**src/rtl/mod_pkg.sv**
```systemverilog
// -----------------------------------------------------------------------------
// mod_pkg
// Definitions shared by the modular-arithmetic blocks (mod_reduce_seq and its
// compare-and-subtract step).
//   state_e   : FSM encoding of the sequential reducer (IDLE=0, BUSY=1, DONE=2)
//   cnt_width : width of a counter that has to hold the value 2*bw
//   CNT_W     : that width at the default BITWIDTH of 32
// -----------------------------------------------------------------------------
package mod_pkg;

    localparam int BITWIDTH_DEF = 32;

    // Width of a counter that counts down from 2*bw to 0 inclusive.
    function automatic int cnt_width(input int bw);
        return $clog2(2 * bw + 1);
    endfunction

    localparam int CNT_W = cnt_width(BITWIDTH_DEF);

    typedef enum logic [1:0] {
        ST_IDLE = 2'd0,
        ST_BUSY = 2'd1,
        ST_DONE = 2'd2
    } state_e;

endpackage

```
**src/rtl/mod_cond_sub.sv**
```systemverilog
// -----------------------------------------------------------------------------
// mod_cond_sub
// Combinational conditional subtract: r = (a >= q) ? a - q : a.
// The caller must guarantee a < 2*q, so that the result is always below q and
// fits in BITWIDTH bits.
// Ports:
//   a_i [BITWIDTH:0]   partial remainder (one bit wider than q)
//   q_i [BITWIDTH-1:0] modulus
//   r_o [BITWIDTH-1:0] reduced value, r_o < q_i
// -----------------------------------------------------------------------------
module mod_cond_sub #(
    parameter int BITWIDTH = 32
) (
    input  logic [BITWIDTH:0]   a_i,
    input  logic [BITWIDTH-1:0] q_i,
    output logic [BITWIDTH-1:0] r_o
);

    logic [BITWIDTH:0] q_ext;
    logic              ge;

    assign q_ext = {1'b0, q_i};
    assign ge    = (a_i >= q_ext);

    // The difference is below q whenever it is selected, so its top bit is
    // always zero and can be dropped.
    assign r_o = ge ? BITWIDTH'(a_i - q_ext) : a_i[BITWIDTH-1:0];

endmodule

```
**src/rtl/mod_reduce_seq.sv**
```systemverilog
// -----------------------------------------------------------------------------
// mod_reduce_seq
// Bit-serial restoring modular reducer. It computes X mod Q for a
// 2*BITWIDTH-bit operand X and a BITWIDTH-bit modulus Q, one operand bit per
// enabled cycle, with a valid/ready handshake on both sides.
// Ports:
//   iClk, iRstN   clock; asynchronous active-low reset
//   iClr          synchronous clear; aborts the operation and wins over everything
//   iEn           advance enable for BUSY (the handshakes are unaffected)
//   iValid/oReady operand handshake; oReady is high only in IDLE
//   iData, iQ     operand X and modulus Q, sampled on the accept edge only
//   oValid/iReady result handshake
//   oData         X mod Q
//   oErr          valid together with oValid; 1 means Q was zero
// Optional feature: define MOD_REDUCE_SEQ_EARLY_EXIT_EN to finish in one
// cycle when X < Q at accept. Results are the same either way.
// -----------------------------------------------------------------------------
module mod_reduce_seq
    import mod_pkg::*;
#(
    parameter int BITWIDTH = 32
) (
    input  logic                  iClk,
    input  logic                  iRstN,
    input  logic                  iClr,
    input  logic                  iEn,
    input  logic                  iValid,
    output logic                  oReady,
    input  logic [2*BITWIDTH-1:0] iData,
    input  logic [BITWIDTH-1:0]   iQ,
    output logic                  oValid,
    input  logic                  iReady,
    output logic [BITWIDTH-1:0]   oData,
    output logic                  oErr
);

    localparam int XW = 2 * BITWIDTH;
    localparam int CW = cnt_width(BITWIDTH);
    localparam logic [CW-1:0] CNT_INIT = CW'(XW);

    state_e                state_q, state_d;
    logic [XW-1:0]         x_q, x_d;
    logic [BITWIDTH-1:0]   q_q, q_d;
    // rem is always below Q once stored, so BITWIDTH bits are enough; only the
    // shifted value fed to the subtract step needs the extra bit.
    logic [BITWIDTH-1:0]   rem_q, rem_d;
    logic [CW-1:0]         cnt_q, cnt_d;
    logic [BITWIDTH-1:0]   data_q, data_d;
    logic                  err_q, err_d;

    logic [BITWIDTH:0]     rem_shift;
    logic [BITWIDTH-1:0]   rem_step;

    assign rem_shift = {rem_q, x_q[XW-1]};

    mod_cond_sub #(
        .BITWIDTH (BITWIDTH)
    ) u_cond_sub (
        .a_i (rem_shift),
        .q_i (q_q),
        .r_o (rem_step)
    );

    always_comb begin
        // NOTE: every variable gets a default before the case statement, so
        // no path can leave one unassigned and infer a latch.
        state_d = state_q;
        x_d     = x_q;
        q_d     = q_q;
        rem_d   = rem_q;
        cnt_d   = cnt_q;
        data_d  = data_q;
        err_d   = err_q;

        if (iClr) begin
            state_d = ST_IDLE;
            x_d     = '0;
            q_d     = '0;
            rem_d   = '0;
            cnt_d   = '0;
            data_d  = '0;
            err_d   = 1'b0;
        end else begin
            unique case (state_q)
                ST_IDLE: begin
                    if (iValid) begin
                        x_d   = iData;
                        q_d   = iQ;
                        rem_d = '0;
                        cnt_d = CNT_INIT;
                        err_d = 1'b0;
                        if (iQ == '0) begin
                            state_d = ST_DONE;
                            data_d  = '0;
                            err_d   = 1'b1;
`ifdef MOD_REDUCE_SEQ_EARLY_EXIT_EN
                        end else if ((iData[XW-1:BITWIDTH] == '0) &&
                                     (iData[BITWIDTH-1:0] < iQ)) begin
                            state_d = ST_DONE;
                            data_d  = iData[BITWIDTH-1:0];
`endif
                        end else begin
                            state_d = ST_BUSY;
                        end
                    end
                end
                ST_BUSY: begin
                    if (iEn) begin
                        rem_d = rem_step;
                        x_d   = x_q << 1;
                        cnt_d = cnt_q - CW'(1);
                        if (cnt_q == CW'(1)) begin
                            state_d = ST_DONE;
                            data_d  = rem_step;
                            err_d   = 1'b0;
                        end
                    end
                end
                ST_DONE: begin
                    if (iReady) begin
                        state_d = ST_IDLE;
                    end
                end
                default: state_d = ST_IDLE;
            endcase
        end
    end

    // NOTE: the datapath registers are reset along with the FSM so that the
    // output data starts at zero; this costs nothing on these small registers.
    always_ff @(posedge iClk or negedge iRstN) begin
        if (!iRstN) begin
            state_q <= ST_IDLE;
            x_q     <= '0;
            q_q     <= '0;
            rem_q   <= '0;
            cnt_q   <= '0;
            data_q  <= '0;
            err_q   <= 1'b0;
        end else begin
            // NOTE: non-blocking assignments, so every register samples the
            // same pre-edge values regardless of statement order.
            state_q <= state_d;
            x_q     <= x_d;
            q_q     <= q_d;
            rem_q   <= rem_d;
            cnt_q   <= cnt_d;
            data_q  <= data_d;
            err_q   <= err_d;
        end
    end

    assign oReady = (state_q == ST_IDLE);
    assign oValid = (state_q == ST_DONE);
    assign oData  = data_q;
    assign oErr   = err_q;

endmodule

```
**config.mk**
```make
export PLATFORM = sky130hd
export DESIGN_NAME = mod_reduce_seq
export DESIGN_NICKNAME = d
export VERILOG_FILES = /design/src/rtl/mod_pkg.sv /design/src/rtl/mod_cond_sub.sv /design/src/rtl/mod_reduce_seq.sv
export SDC_FILE = /design/constraint.sdc
export NUM_CORES = 1
export LEC_CHECK = 0
export ABC_CLOCK_PERIOD_IN_PS = 7100
export BUFFER_PORTS_ARGS = -buffer_cell sky130_fd_sc_hd__buf_2
export CAP_MARGIN = 20
export CORE_MARGIN = 4
export CORE_UTILIZATION = 28
export DETAILED_ROUTE_END_ITERATION = 12
export GPL_ROUTABILITY_DRIVEN = 0
export PLACE_DENSITY = 0.56
export SYNTH_ARGS = -nofsm -noshare
export SYNTH_HDL_FRONTEND = slang
export SYNTH_HIERARCHICAL = 1
export SYNTH_SLANG_ARGS = --single-unit
```
**constraint.sdc**
```tcl
create_clock -name iClk -period 7.1 [get_ports iClk]
set_input_delay 2.13 -clock iClk [delete_from_list [all_inputs] [get_ports iClk]]
set_output_delay 2.13 -clock iClk [all_outputs]
set_load 0.1 [all_outputs]
```
* After elaboration in Yosys (flattened, before gate mapping) *
Index checks and enable logic that the tools add are counted.

storage, ports and cells
  register bits after elaboration = 170
  bits of input ports = 102
  word-level logic and storage cells = 63

operators by class
  mux-type cells = 35
  equality and inequality tests = 8
  $add $sub $neg = 2
  order comparisons = 1
  reduce and logical (&&, ||, !) cells = 10

operators with widths
  kind                                                                     count
  32-bit 2-to-1 mux                                                        12
  64-bit 2-to-1 mux                                                        3
  32-bit one-hot mux with 2 select lines                                   2
  64-bit one-hot mux with 2 select lines                                   1
  33-bit by 32-bit >= comparator with 1-bit output                         1
  32-bit logical NOT                                                       1
  32-bit subtractor                                                        1
  7-bit 2-to-1 mux                                                         3
  7-bit one-hot mux with 2 select lines                                    1
  2-bit 2-to-1 mux                                                         6
  3-bit inequality test, second input constant                             3
  4-bit AND reduction                                                      2
  7-bit by 1-bit equality test with 1-bit output, second input constant    1
  7-bit by 1-bit subtractor with 7-bit output, second input constant       1
  3-bit by 2-bit inequality test with 1-bit output, second input constant  2
  2-bit one-hot mux with 3 select lines                                    1
  1-bit 2-to-1 mux                                                         5
  5-bit AND reduction                                                      1
  2-bit nonzero test                                                       2
  3-bit AND reduction                                                      1
  3-bit nonzero test                                                       1
  2-bit by 1-bit equality test with 1-bit output, second input constant    1
  2-bit equality test, second input constant                               1
  2-bit logical NOT                                                        1
  2 further kinds                                                          2

* Longest topological paths before layout *
  word-level depth = 6
  depth in mapped cells = 15

* Cells and area by module *
The synthesis kept the hierarchy.

by module, submodules not included
  module          area each (um2)  instances  sequential area each (um2)  cells each
  mod_reduce_seq  7,674.9          1          4,254.1                     641
  mod_cond_sub    2,199.6          1          0.0                         345

* Worst setup path after synthesis *
No wires, ideal clock.

  path kind = reg-to-output
  start point = reg state_q[1]
  end point = out oValid
  setup slack = 3,104 ps
  cell stages (with the launch flop) = 3
  required time = 4,970 ps
  arrival time = 1,866 ps
  path buffers = 1
  path through = dfrtp_1 > buf_2 > nor2b_1

on the way
  longest elaborated chain between the ends = 1

ends and longest elaborated chain
  item                      line                   text
  start: declaration        mod_reduce_seq.sv:41   state_e state_q, state_d;
  start signal: assignment  mod_reduce_seq.sv:143  state_q <= state_d;
  2-bit equality test       mod_reduce_seq.sv:154  assign oValid = (state_q == ST_DONE);
  end: declaration          mod_reduce_seq.sv:31   output logic oValid,

No other way between the ends.

* Worst setup path in the final report *
  start point = reg rem_q[3]
  end point = reg data_q[1] (netlist: oData[1])

on the way
  longest elaborated chain between the ends = 6

ends and longest elaborated chain
  item                                              line                   text
  start: declaration                                mod_reduce_seq.sv:46   logic [BITWIDTH-1:0] rem_q, rem_d;
  start signal: assignment                          mod_reduce_seq.sv:146  rem_q <= rem_d;
  33-bit by 32-bit >= comparator with 1-bit output  mod_cond_sub.sv:23     assign ge = (a_i >= q_ext);
  32-bit 2-to-1 mux                                 mod_cond_sub.sv:27     assign r_o = ge ? BITWIDTH'(a_i - q_ext) : a_i[BITWIDTH-1:0];
  named net rem_step[1]                             mod_reduce_seq.sv:52   logic [BITWIDTH-1:0] rem_step;
  32-bit 2-to-1 mux                                 mod_reduce_seq.sv:112  if (cnt_q == CW'(1)) begin
  32-bit 2-to-1 mux                                 mod_reduce_seq.sv:108  if (iEn) begin
  32-bit one-hot mux with 2 select lines            mod_reduce_seq.sv:84   unique case (state_q)
  32-bit 2-to-1 mux                                 mod_reduce_seq.sv:75   if (iClr) begin
  end signal: assignment                            mod_reduce_seq.sv:148  data_q <= data_d;
  end: declaration                                  mod_reduce_seq.sv:48   logic [BITWIDTH-1:0] data_q, data_d;

The timed path passes the listed nets, and every way through them passes these cells. The select of a mux whose other input is x is not followed.
A chain may end at the register's enable or synchronous reset.

==> impl_results.md <==
* Outcome: finished clean
* Top cells by area, synth: dfrtp_1, mux2i_1, nand2_1
* FF/Latch Area at roughly 4300 um2
* Site Rows at 68
* Cells along the critical path: ha_1 -> a21o_1 -> a211oi_1 -> a21oi_1 -> o2111ai_1 -> nand2_1 -> a21oi_4 -> buf_4 -> mux2_1 -> and2_1 -> a221o_1
* Power Dens Cells at 369 nW/um2
* Place WS at 2.99 ns
* Clk_skew at 0.0124 ns
* Gate Count Post-Synth at 986
* Cts hold-fix bufs at 0
* Routed WL per cell at 16.4 um
* Mapped Nets at around 1100
* Setup_tns at 0 ns
* Adder-Cell Fraction of Synth Area at 0.0451
* All-layer global routing usage at 0.133
* Synth cell types at 66
* Die width at 196 um
* # IOs at between 100 and 150
* Post-synthesis mux area share at 0.108
* Synth-to-layout area growth at 16.6%
* WP data arrival at 4.22 ns
* Synth async-reset ratio at 1.00
* Largest family of logic cells by synthesized area: compound AO/OA/AOI/OAI gates
* Cell taking the most area after synthesis: dfrtp_1
* Slowest stage delay, CP at 0.52 ns
* Sequential-to-total area share from yosys stat at 0.431
* Share of layout cells above drive strength 1 at 0.222
* Max cap viols at 0
* TritonCTS clock tree: yes
* Mapped cell area at 9870 um2
* Initial antenna violation count at 8
* Dominant synthesized flop cell: dfrtp_1
* Register-to-register setup slack at 3.20 ns
* Setup WS post-layout at 3.20 ns
* NumNets Final at 1224
* WS Path Type: reg2reg
* Residual DRC at 0
* Final hold violations at 0
* Total core area at 34600 um2
* Worst skew pair latency at between 0.4 and 0.5 ns
* Avg Inst Size Synth at approximately 10 um2
* Synth Area in Compound Gates at 0.226
* Final HPWL DP at 18.0 mm
* Crit path capture type: flop
* Period utilisation layout at 0.550
* Yosys reg bits at 170
* Resize count post-CTS at 0
* Final setup fails at 0
* Multi-input gate area at 5140 um2
* Minimum period implied by the final worst setup slack at 3.90 ns
* Post-Synth XOR/XNOR Area at 0.0231
* Crit path max fanout at 34
* FF-to-FF Start: rem_q[3]
* Port Buffers at 136
* Tightest Hold Check Type: reg2reg
* Worst slew margin at 0.391
* Hold Startpoint: x_q[6]
* CP endpoint: oData[1]
* Worst R2R Path Depth at 11
* EDFF count, synth at 0
* Ys Warns at 6
* First-pass GRT wire length at between 40 and 50 mm
* Antenna-violating nets left at 0
* Root Driver: clkbuf_16
* TritonRoute pass-1 iters at 5
* Worst reg2reg path endpoint: oData[1]
* Die height at between 150 and 200 um
* Total CTS buffers at 17
* Grt ovf at 0
* Startpoint Class: flop
* Maximum clock frequency at 256 MHz
* H-tree level count at 4
* Largest net degree at the start of global routing at 78
* Simple-gate share of the synthesized area at 0.114
* Die area at 38300 um2
* Slowest-stage cell, CP: a21oi_4
* Final WL at about 25 mm
* Sinks on Clock Net at 170
* Postcts setup bufs at 0
* Reg clk slew, reported paths at 0.07 ns
* Worst Path Required at 7.42 ns
* Number of global-route vias before repair at 7717
* Number of fill cells at 3536
* Post-synth top area share at 0.431
* Worst Tran Pin Value at 0.914 ns
* RSZ-0062 raised after global routing: false
* Pins Over Slew Limit at 0
* Initial Util at 0.285
* Clk buf depth at 2
* DR vias at 7658
* Leak at roughly 5.4 nW
* 1st-iter DRT viols at 391
* VDD IR max at ~0.27 mV
* Crit path launch: rem_q[3]
* Via density at 4.92
[worst max-delay path: cells and delay by family, from the launching register on]
family	cells	cell delay, ns
DFF	1	0.40
AOI/OAI and AO/OA	6	1.86
adders and majority gates	1	0.35
and+or+nand+nor	2	0.38
buffers and inverters	1	0.44
muxes	1	0.35
[synth_stat cells (11+ instances only)]
cell	number
a21boi_1	11
a21boi_2	19
a21oi_1	32
a221o_1	32
a22o_1	34
and2_1	35
buf_2	11
clkbuf_1	38
dfrtp_1	170
ha_1	34
inv_1	51
mux2_2	30
mux2i_1	65
nand2_1	116
nor2_1	21
o21a_1	11
o21ai_0	76
o21ai_1	19
o31ai_1	16
xnor2_1	13
xor2_1	13
[per-layer routing]
layer / part of all wire / track usage
met5: 0.0031 / 0
met4: 0.010 / 0.0269
met3: 0.061 / 0.0460
met2: 0.45 / 0.207
met1: 0.47 / 0.182
[stage by stage]
stage	hold slack [ns]	util	total power, mW	cell area (um2)	instances
3_3_place_gp	0.462	0.316	3.35	10900	1522
6_report	0.475	0.333	4.25	11500	1557
4_1_cts	0.482	0.332	4.29	11500	1554
3_5_place_dp	0.467	0.316	3.37	10900	1522
5_1_grt	0.498	0.332	4.63	11500	1555
2_1_floorplan	0.443	-	2.92	9870	986
[final cells by class]
type / count / area share
Multi-Input combinational cell: 698 / 0.447
Sequential cell: 170 / 0.369
Timing Repair Buffer: 149 / 0.0698
Tap cell: 455 / 0.0494
Clock buffer: 18 / 0.0381
Inverter: 51 / 0.0166
Clock inverter: 14 / 0.00956
Antenna cell: 2 / 0.000435
[worst min-delay path by stage]
stage / to / slack [ns] / cells past startpoint
CTS: x_q[6] / 0.48 / 2
floorplan: x_q[0] / 0.44 / 2
finish: x_q[6] / 0.48 / 2
global placement: x_q[2] / 0.46 / 2
global route: x_q[8] / 0.50 / 2
detailed placement: x_q[6] / 0.47 / 2
[where the power goes]
group          total [mW]  switching, mW  internal [mW]
logic                2.20           1.29          0.903
clock network       0.897          0.433          0.465
registers            1.16         0.0798           1.08
total                4.25           1.81           2.45
[flip-flops by register name, indices dropped and copies added (netlist names)]
signal and cells:
x_q 64, oData 32, q_q 32, rem_q 32, cnt_q 7, state_q 2, oErr 1
[cells in the final DEF (no fill, tap or decap), drive strengths merged, types with 13 or more instances in the layout]
cell,instances
buf,149
a221o,32
o31ai,16
mux2,37
nor2,21
ha,34
mux2i,65
dfrtp,170
nand2,116
clkbuf,18
a21boi,35
inv,58
a22o,34
o21ai,96
xor2,13
and2,35
a21oi,32
xnor2,13
[cells by family (layout without fill, tap and decap cells)]
| kind of cell | count (synthesis) | in the layout |
|---|---|---|
| AOI/OAI and AO/OA | 304 | 304 |
| xor gates and xnor gates | 26 | 26 |
| adders and majority gates | 35 | 35 |
| buffers and inverters | 118 | 232 |
| DFF | 170 | 170 |
| muxes | 102 | 102 |
| other | 0 | 2 |
| and+or+nand+nor | 231 | 231 |
Note: power is estimated with default switching activity, not from simulation.
